--- src/rtl/moore_seq_pkg.sv ---
// ----------------------------------------------------------------------------
// moore_seq_pkg
// Shared definitions for the serial pattern generator and its matching
// non-overlapping Moore detector: FSM state encoding and the default pattern.
// ----------------------------------------------------------------------------
package moore_seq_pkg;

    // 2-bit state encoding, fixed so external tools can decode it.
    typedef enum logic [1:0] {
        IDLE = 2'd0,
        SEND = 2'd1,
        GAP  = 2'd2,
        DONE = 2'd3
    } state_t;

    // Default pattern; MSB goes on the line first.
    localparam int                       DEF_PAT_LEN = 5;
    localparam logic [DEF_PAT_LEN-1:0]   DEF_PATTERN = 5'b11011;

endpackage

--- src/rtl/moore_seq_generator.sv ---
// ----------------------------------------------------------------------------
// moore_seq_generator
// Serial pattern transmitter. On an accepted start it sends PATTERN
// MSB-first, repeated 'count' times with 'gap' zero cycles between
// repetitions, then pulses done for one cycle.
//
// Ports:
//   clk         in   clock, rising edge
//   reset       in   asynchronous active-high reset
//   start       in   request, sampled only in IDLE
//   count[7:0]  in   repetitions, latched on accepted start
//   gap[3:0]    in   zero cycles between repetitions, latched on accepted start
//   dout        out  serial data (0 outside SEND)
//   dout_valid  out  high while a pattern bit is on dout
//   frame_end   out  high with the last bit of each repetition
//   busy        out  high in every state except IDLE
//   done        out  one-cycle pulse at end of a request
//
// All outputs decode registered state/counters only (pure Moore).
// ----------------------------------------------------------------------------
module moore_seq_generator
    import moore_seq_pkg::*;
#(
    parameter int                 PAT_LEN = DEF_PAT_LEN,
    parameter logic [PAT_LEN-1:0] PATTERN = PAT_LEN'(DEF_PATTERN)
) (
    input  logic       clk,
    input  logic       reset,
    input  logic       start,
    input  logic [7:0] count,
    input  logic [3:0] gap,
    output logic       dout,
    output logic       dout_valid,
    output logic       frame_end,
    output logic       busy,
    output logic       done
);

    localparam int               IDX_W    = $clog2(PAT_LEN);
    localparam logic [IDX_W-1:0] LAST_IDX = IDX_W'(PAT_LEN - 1);

    state_t            state_q, state_d;
    logic [IDX_W-1:0]  bit_idx_q, bit_idx_d;
    logic [7:0]        rep_left_q, rep_left_d;
    logic [3:0]        gap_l_q, gap_l_d;
    logic [3:0]        gap_cnt_q, gap_cnt_d;

    // State and counter registers
    always_ff @(posedge clk or posedge reset) begin
        if (reset) begin
            state_q    <= IDLE;
            bit_idx_q  <= '0;
            rep_left_q <= '0;
            gap_l_q    <= '0;
            gap_cnt_q  <= '0;
        end else begin
            state_q    <= state_d;
            bit_idx_q  <= bit_idx_d;
            rep_left_q <= rep_left_d;
            gap_l_q    <= gap_l_d;
            gap_cnt_q  <= gap_cnt_d;
        end
    end

    // Next-state and counter update
    always_comb begin
        state_d    = state_q;
        bit_idx_d  = bit_idx_q;
        rep_left_d = rep_left_q;
        gap_l_d    = gap_l_q;
        gap_cnt_d  = gap_cnt_q;

        unique case (state_q)
            IDLE: begin
                if (start) begin
                    if (count != 8'd0) begin
                        rep_left_d = count;
                        gap_l_d    = gap;
                        bit_idx_d  = '0;
                        state_d    = SEND;
                    end else begin
                        state_d    = DONE;
                    end
                end
            end

            SEND: begin
                if (bit_idx_q != LAST_IDX) begin
                    bit_idx_d = bit_idx_q + IDX_W'(1);
                end else begin
                    rep_left_d = rep_left_q - 8'd1;
                    // Decide on the pre-decrement value so rep_left never wraps.
                    if (rep_left_q == 8'd1) begin
                        state_d = DONE;
                    end else if (gap_l_q == 4'd0) begin
                        bit_idx_d = '0;
                    end else begin
                        gap_cnt_d = gap_l_q;
                        state_d   = GAP;
                    end
                end
            end

            GAP: begin
                // Entered with gap_l, leaves after the cycle at 1: gap_l zero cycles.
                gap_cnt_d = gap_cnt_q - 4'd1;
                if (gap_cnt_q == 4'd1) begin
                    bit_idx_d = '0;
                    state_d   = SEND;
                end
            end

            DONE: begin
                state_d = IDLE;
            end

            default: begin
                state_d = IDLE;
            end
        endcase
    end

    // Moore output decode
    always_comb begin
        dout       = 1'b0;
        dout_valid = 1'b0;
        frame_end  = 1'b0;
        busy       = (state_q != IDLE);
        done       = (state_q == DONE);
        if (state_q == SEND) begin
            dout       = PATTERN[LAST_IDX - bit_idx_q];
            dout_valid = 1'b1;
            frame_end  = (bit_idx_q == LAST_IDX);
        end
    end

endmodule

--- config.mk ---
export PLATFORM = sky130hd
export DESIGN_NAME = moore_seq_generator
export DESIGN_NICKNAME = d
export VERILOG_FILES = /design/src/rtl/moore_seq_pkg.sv /design/src/rtl/moore_seq_generator.sv
export SDC_FILE = /design/constraint.sdc
export NUM_CORES = 1
export LEC_CHECK = 0
export CORE_AREA = 3 3 59 61
export CTS_CLUSTER_SIZE = 28
export DETAILED_ROUTE_END_ITERATION = 8
export DIE_AREA = 0 0 62 64
export PLACE_DENSITY = 0.66
export SLEW_MARGIN = 25
export SYNTH_ARGS = -nofsm -noshare
export SYNTH_HDL_FRONTEND = slang
export SYNTH_SLANG_ARGS = --single-unit
--- constraint.sdc ---
create_clock -name clk -period 5.55 [get_ports clk]
set_input_delay 1.11 -clock clk [delete_from_list [all_inputs] [get_ports clk]]
set_output_delay 1.11 -clock clk [all_outputs]
set_load 0.03 [all_outputs]
==> flow_summary.ini, run 1 <==
[outcome]
run_status = complete, no violations

[logic_synthesis]
post_synth_fa_ha_maj_area_fraction = 0.07561
syn_area_per_cell_sq_um = 9.456
post_synth_inst_count = 140
synth-seq-area-share = 0.3970
post_synth_num_cell_types = 42
synth.ff_latch_count = 21
synth_ff_type = dfrtp_1
synth_xor_xnor_area_share = 0.006616
post_synthesis_net_count = 163
synth-edff-count = 0
synth.area.mux_share = 0.04915
postSynth.asyncResetShare = 1.000
cell_area_synth_sq_um = 1324
largest_family_of_logic_cells_by_synthesized_area = compound AO/OA/AOI/OAI gates
ys_warn_count = 0
synthSimpleGateAreaFrac = 0.1824
synth_compound_gate_area_share = 0.2108

[critical_path]
cp.required_ps = 4440
reg2reg_from = state_q[0]$_DFFE_PP0P_
critical_path_class = flip-flop to output port
worst-endpoint-arrival_ps = 2130
worst_setup_path_start_kind = flip-flop
critPathMaxFanout = 14
setup.worst_path.start = state_q[0]$_DFFE_PP0P_
endpoint_kind = output port

[routing]
drt.antenna.violating_nets = 0
post_drt_via_cell_ratio = 5.396
routed-via-count = 1090
remaining_drc_errors = 0
postRouteWirelength_mm = 2.887
detailedRoute.firstIterationViolations = 39
detailedRoute.firstPassIterationCount = 4
routedWlPerCell_um = 14.29

[timing]
setup_tns_ps = 0
finalClockSkew_ps = 7.257
timing.hold.ws_ps = 520.1
final_period_minus_worst_setup_slack_ps = 3238
max_freq_ghz = 0.3089
timing.final.setup_violations = 0
timing_worst_slew_pin_value_ps = 832.9
hold_violations = 0
grt_setup_unrepaired = no
final_min_period_over_clock_period = 0.5834
maxSlewViolCount = 0
maxSlewHeadroom = 0.4441

[layout]
ant_diodes = 0
multiInputGateArea_sq_um = 694.4
syn_to_final_growth_pct = 16.64
mostFrequentLayoutCells = 21 x dfrtp_1, 19 x clkdlybuf4s50_1, 16 x o21ai_0
nFillCells = 302
final_net_count = 182
layout.cells.most_common = dfrtp_1
final_layout_size_suffix_gt1_frac = 0.09494
register_area_sq_um = 525.5

[power_and_ir_drop]
cell_internal_pwr_mw = 0.4418
power.density_cell_area_nw_per_um2 = 526.8
p_sw_mw = 0.3716
switching_share = 0.4569
irDropWorstVdd_uv = 213.0
static-leakage-power_nw = 0.6433
combPwrFrac = 0.522
clkPwrFrac = 0.094
power.sequential.fraction = 0.384

[placed_design]
finalWeightedCongestion = 0.8563
detail_placement_hpwl_mm = 2.207
port_buffers = 19

[floorplanning]
rows = 20
floorplan.core_area_sq_um = 3028
die-width_um = 62
die_h_um = 64
die_area_sq_um = 3968
num_io_pins = 20
floorplan.initialDensity = 0.4372

[clock_tree]
clk_latency_ps = 310
hold_buffers = 0
root_buffer = clkbuf_4
cts_max_level = 1
tritoncts_clock_tree = built
cts_repair_resize_count = 0
cts-buffers-inserted = 3
clock-sinks = 21
clkSlewWorstSetupHoldPaths_ps = 130
longest_clk_path_bufs = 2
setup_repair_bufs_after_cts = 0

[grt]
antenna_found_initial = 0
grt_total_usage = 0.1623
grt_pass1_vias = 1046
grt_overflow = 0
grt_pass1_wl_mm = 4.968
grt_start_max_net_pins = 22

[worst_hold_path]
hold_path_startpoint = rep_left_q[7]$_DFFE_PP0P_
holdCritPathClass = flip-flop to flip-flop

[job]
timing.max_cap.violations = 0
==> kinds of logic after synthesis <==
family,count (synthesis)
mux,6
buf+inv,18
compound gates,44
simple gates,42
fa+ha+maj,8
flops,21
xor+xnor,1
==> synth_stat cells, types with 2 or more instances <==
library cell	number	share of area
nand3_1	4	0.015
a31oi_1	3	0.014
inv_1	12	0.034
buf_6	3	0.026
o21a_1	2	0.011
ha_1	8	0.076
a21oi_1	11	0.042
mux2_2	4	0.034
nand2_1	5	0.014
nor3_1	5	0.019
dfrtp_1	21	0.40
a311o_1	2	0.015
mux2i_1	2	0.015
or4_1	2	0.011
nor4_2	2	0.019
nor2_1	13	0.037
o21ai_0	16	0.060
==> final cells by class <==
class                      instances  area share
multi-input combinational        101      0.4498
sequential                        21      0.3404
timing repair buffer              19      0.1232
tap                               44     0.03566
inverter                          13     0.03323
clock buffer                       3     0.01459
clock inverter                     1    0.003241
==> sequential cells by signal (all words and copies together), names as in the netlist <==
register / count
bit_idx_q: 3
gap_cnt_q: 4
gap_l_q: 4
rep_left_q: 8
state_q: 2
==> worst max-delay path, cell delays in order (launching register included) <==
cell and delay, ps:
dfrtp_1 660, nand2b_4 180, inv_4 120, and2_4 180, clkdlybuf4s50_1 670
==> path summary, 6_finish.rpt <==
path	end	slack [ps]	cells past startpoint
worst max-delay path	frame_end	2310	4
worst min-delay path	rep_left_q[7]$_DFFE_PP0P_	520	1
worst max register to register	rep_left_q[0]$_DFFE_PP0P_	3430	5
worst min register to register	rep_left_q[7]$_DFFE_PP0P_	520	1
max in group asynchronous	rep_left_q[1]$_DFFE_PP0P_	3780	2
min in group asynchronous	rep_left_q[5]$_DFFE_PP0P_	1250	2
==> power by group through the flow <==
stage / clock network (mW) / logic, mW / registers [mW]
6_report: 0.0762 / 0.425 / 0.312
5_1_grt: 0.0888 / 0.479 / 0.327
4_1_cts: 0.0786 / 0.428 / 0.310
3_5_place_dp: 0 / 0.426 / 0.313
3_3_place_gp: 0 / 0.413 / 0.310
2_1_floorplan: 0 / 0.353 / 0.282
==> through the flow <==
step                      power [mW]  std cells  utilization  worst slack, ps  area (sq um)
after floorplan               0.6343        140            -             3059          1324
after global placement        0.7237        198       0.5008             2456          1516
after detailed placement      0.7395        198       0.5008             2373          1516
after CTS                     0.8165        202       0.5099             2307          1544
after global routing          0.8949        202       0.5099             2194          1544
final                         0.8134        202       0.5099             2312          1544
==> per-layer routing <==
metal,vias up,wire [um],GRT usage,part of all wire
li1,545,-,-,-
met1,520,1342,0.2317,0.46
met2,23,1420,0.2539,0.49
met3,2,111,0.03030,0.038
met4,0,13,0.02918,0.0045
met5,-,0,0,0
No activity file was read; power rests on OpenSTA's default activity.
==> inputs of run 2 (changes only) <==
- clock period: 5.55 -> 3.3 ns (I/O delays scaled with it)
==> run 2 against run 1 <==
Critical path depth did not move; power rose by 65%; non-clock buffer count did not move; register-to-register slack got worse by 2200 ps; global-route usage fell by 0.19 points; via count fell by 0.18%; sequential power rose by 66%; highest routed layer unchanged; core utilization barely moved; combinational power rose by 65%; sequential share of layout area barely moved.
==> flow_summary.ini, run 2 (synthesis gave the netlist of run 1 again) <==
[layout]
postLayoutCellArea_sq_um = 1543
nFillCells = 295
final_net_count = 182
biggestRegsByFlops = rep_left_q: 8 flops, gap_cnt_q: 4 flops, gap_l_q: 4 flops
ant_diodes = 0
top_register = rep_left_q
flip_flop_count_of_the_largest_register_after_layout = 8
layout.cells.most_common = dfrtp_1
multiInputGateArea_sq_um = 694.4
postLayoutCoreUtil = 0.5095
register_area_sq_um = 525.5
syn_to_final_growth_pct = 16.54
final_layout_size_suffix_gt1_frac = 0.08861
number_of_standard_cells_in_the_final_layout_excluding_fillers = 202
mostFrequentLayoutCells = 21 x dfrtp_1, 19 x clkdlybuf4s50_1, 16 x o21ai_0

[timing]
max_freq_ghz = 0.3623
timing_worst_slew_pin_value_ps = 806.0
maxSlewViolCount = 0
final_min_period_over_clock_period = 0.8365
timing.final.setup_violations = 0
timing.hold.ws_ps = 526.7
hold_violations = 0
finalWorstSetupSlack_ps = 539.5
setup_tns_ps = 0
grt_setup_unrepaired = no
maxSlewHeadroom = 0.4621
final_period_minus_worst_setup_slack_ps = 2761
finalClockSkew_ps = 2.263

[clock_tree]
root_buffer = clkbuf_4
hold_buffers = 0
cts_repair_resize_count = 0
clock-sinks = 21
clkSlewWorstSetupHoldPaths_ps = 110
cts-buffers-inserted = 3
clk_latency_ps = 300
tritoncts_clock_tree = built
setup_repair_bufs_after_cts = 0
longest_clk_path_bufs = 2
cts_max_level = 1

[grt]
grt_pass1_wl_mm = 4.802
grt_overflow = 0
antenna_found_initial = 0
grt_pass1_vias = 1056
grt_start_max_net_pins = 22
grt_total_usage = 0.1605

[power_and_ir_drop]
power.sequential.fraction = 0.387
totalPowerFinal_mw = 1.342
switching_share = 0.4462
clkPwrFrac = 0.090
static-leakage-power_nw = 0.6406
p_sw_mw = 0.5989
cell_internal_pwr_mw = 0.7434
power.density_cell_area_nw_per_um2 = 870.1
combPwrFrac = 0.523
irDropWorstVdd_uv = 336.3

[placed_design]
detail_placement_hpwl_mm = 2.167
placed_cell_area_sq_um = 1516
placed_cells = 198
place_worst_setup_slack_ps = 553.9
finalWeightedCongestion = 0.8322
port_buffers = 19

[routing]
postRouteWirelength_mm = 2.738
remaining_drc_errors = 0
routed-via-count = 1088
detailedRoute.firstIterationViolations = 42
drt.antenna.violating_nets = 0
routedWlPerCell_um = 13.55
detailedRoute.firstPassIterationCount = 4
post_drt_via_cell_ratio = 5.386

[floorplanning]
floorplan.initialDensity = 0.4372
die-width_um = 62
die_h_um = 64
num_io_pins = 20
floorplan.core_area_sq_um = 3028
die_area_sq_um = 3968
rows = 20

[critical_path]
timing.critical_path.slowest_stage_cell = clkdlybuf4s50_1
endpoint_kind = output port
critPathMaxFanout = 14
cp.required_ps = 2640
critical_path_class = flip-flop to output port
timing.critical_path.slowest_cell_delay_ps = 670
worst_setup_path_start_kind = flip-flop
worst-endpoint-arrival_ps = 2100
cp_cell_sequence = nand2b_4, inv_4, and2_4, clkdlybuf4s50_1

[job]
timing.max_cap.violations = 0

[worst_hold_path]
holdCritPathClass = flip-flop to flip-flop

[outcome]
run_status = complete, no violations
==> run 2: layer usage <==
metal,vias up,global-route usage,share of wire
met5,-,0,0
met4,0,0.05570,0.0077
met3,2,0.02424,0.035
met2,22,0.2435,0.49
met1,521,0.2273,0.47
li1,543,-,-
==> run 2: power groups by stage <==
stage / clock, mW / combinational, mW / sequential, mW
floorplan: 0 / 0.593 / 0.474
global placement: 0 / 0.696 / 0.522
detailed placement: 0 / 0.707 / 0.526
CTS: 0.130 / 0.710 / 0.519
global route: 0.142 / 0.800 / 0.545
finish: 0.121 / 0.702 / 0.519
==> run 2: path summary, 6_finish.rpt <==
kind	slack (ps)	from	depth (start not counted)	endpoint
min in group asynchronous	800	reset	2	rep_left_q[4]$_DFFE_PP0P_
max in group asynchronous	2000	reset	2	rep_left_q[6]$_DFFE_PP0P_
min reg2reg	530	rep_left_q[7]$_DFFE_PP0P_	1	rep_left_q[7]$_DFFE_PP0P_
min	530	rep_left_q[7]$_DFFE_PP0P_	1	rep_left_q[7]$_DFFE_PP0P_
max	540	state_q[0]$_DFFE_PP0P_	4	frame_end
max reg2reg	1210	state_q[0]$_DFFE_PP0P_	5	rep_left_q[0]$_DFFE_PP0P_
==> run 2: cell type report <==
cell class	count	share of cell area
Multi-Input combinational cell	101	0.4501
Sequential cell	21	0.3406
Timing Repair Buffer	19	0.1233
Tap cell	44	0.03569
Inverter	13	0.03325
Clock buffer	4	0.01703
==> run 2: worst max-delay path: cells and delay by family, from the launching register on <==
family / cells / cell delay, ps
simple gates: 2 / 360
buf+inv: 2 / 790
flops: 1 / 650
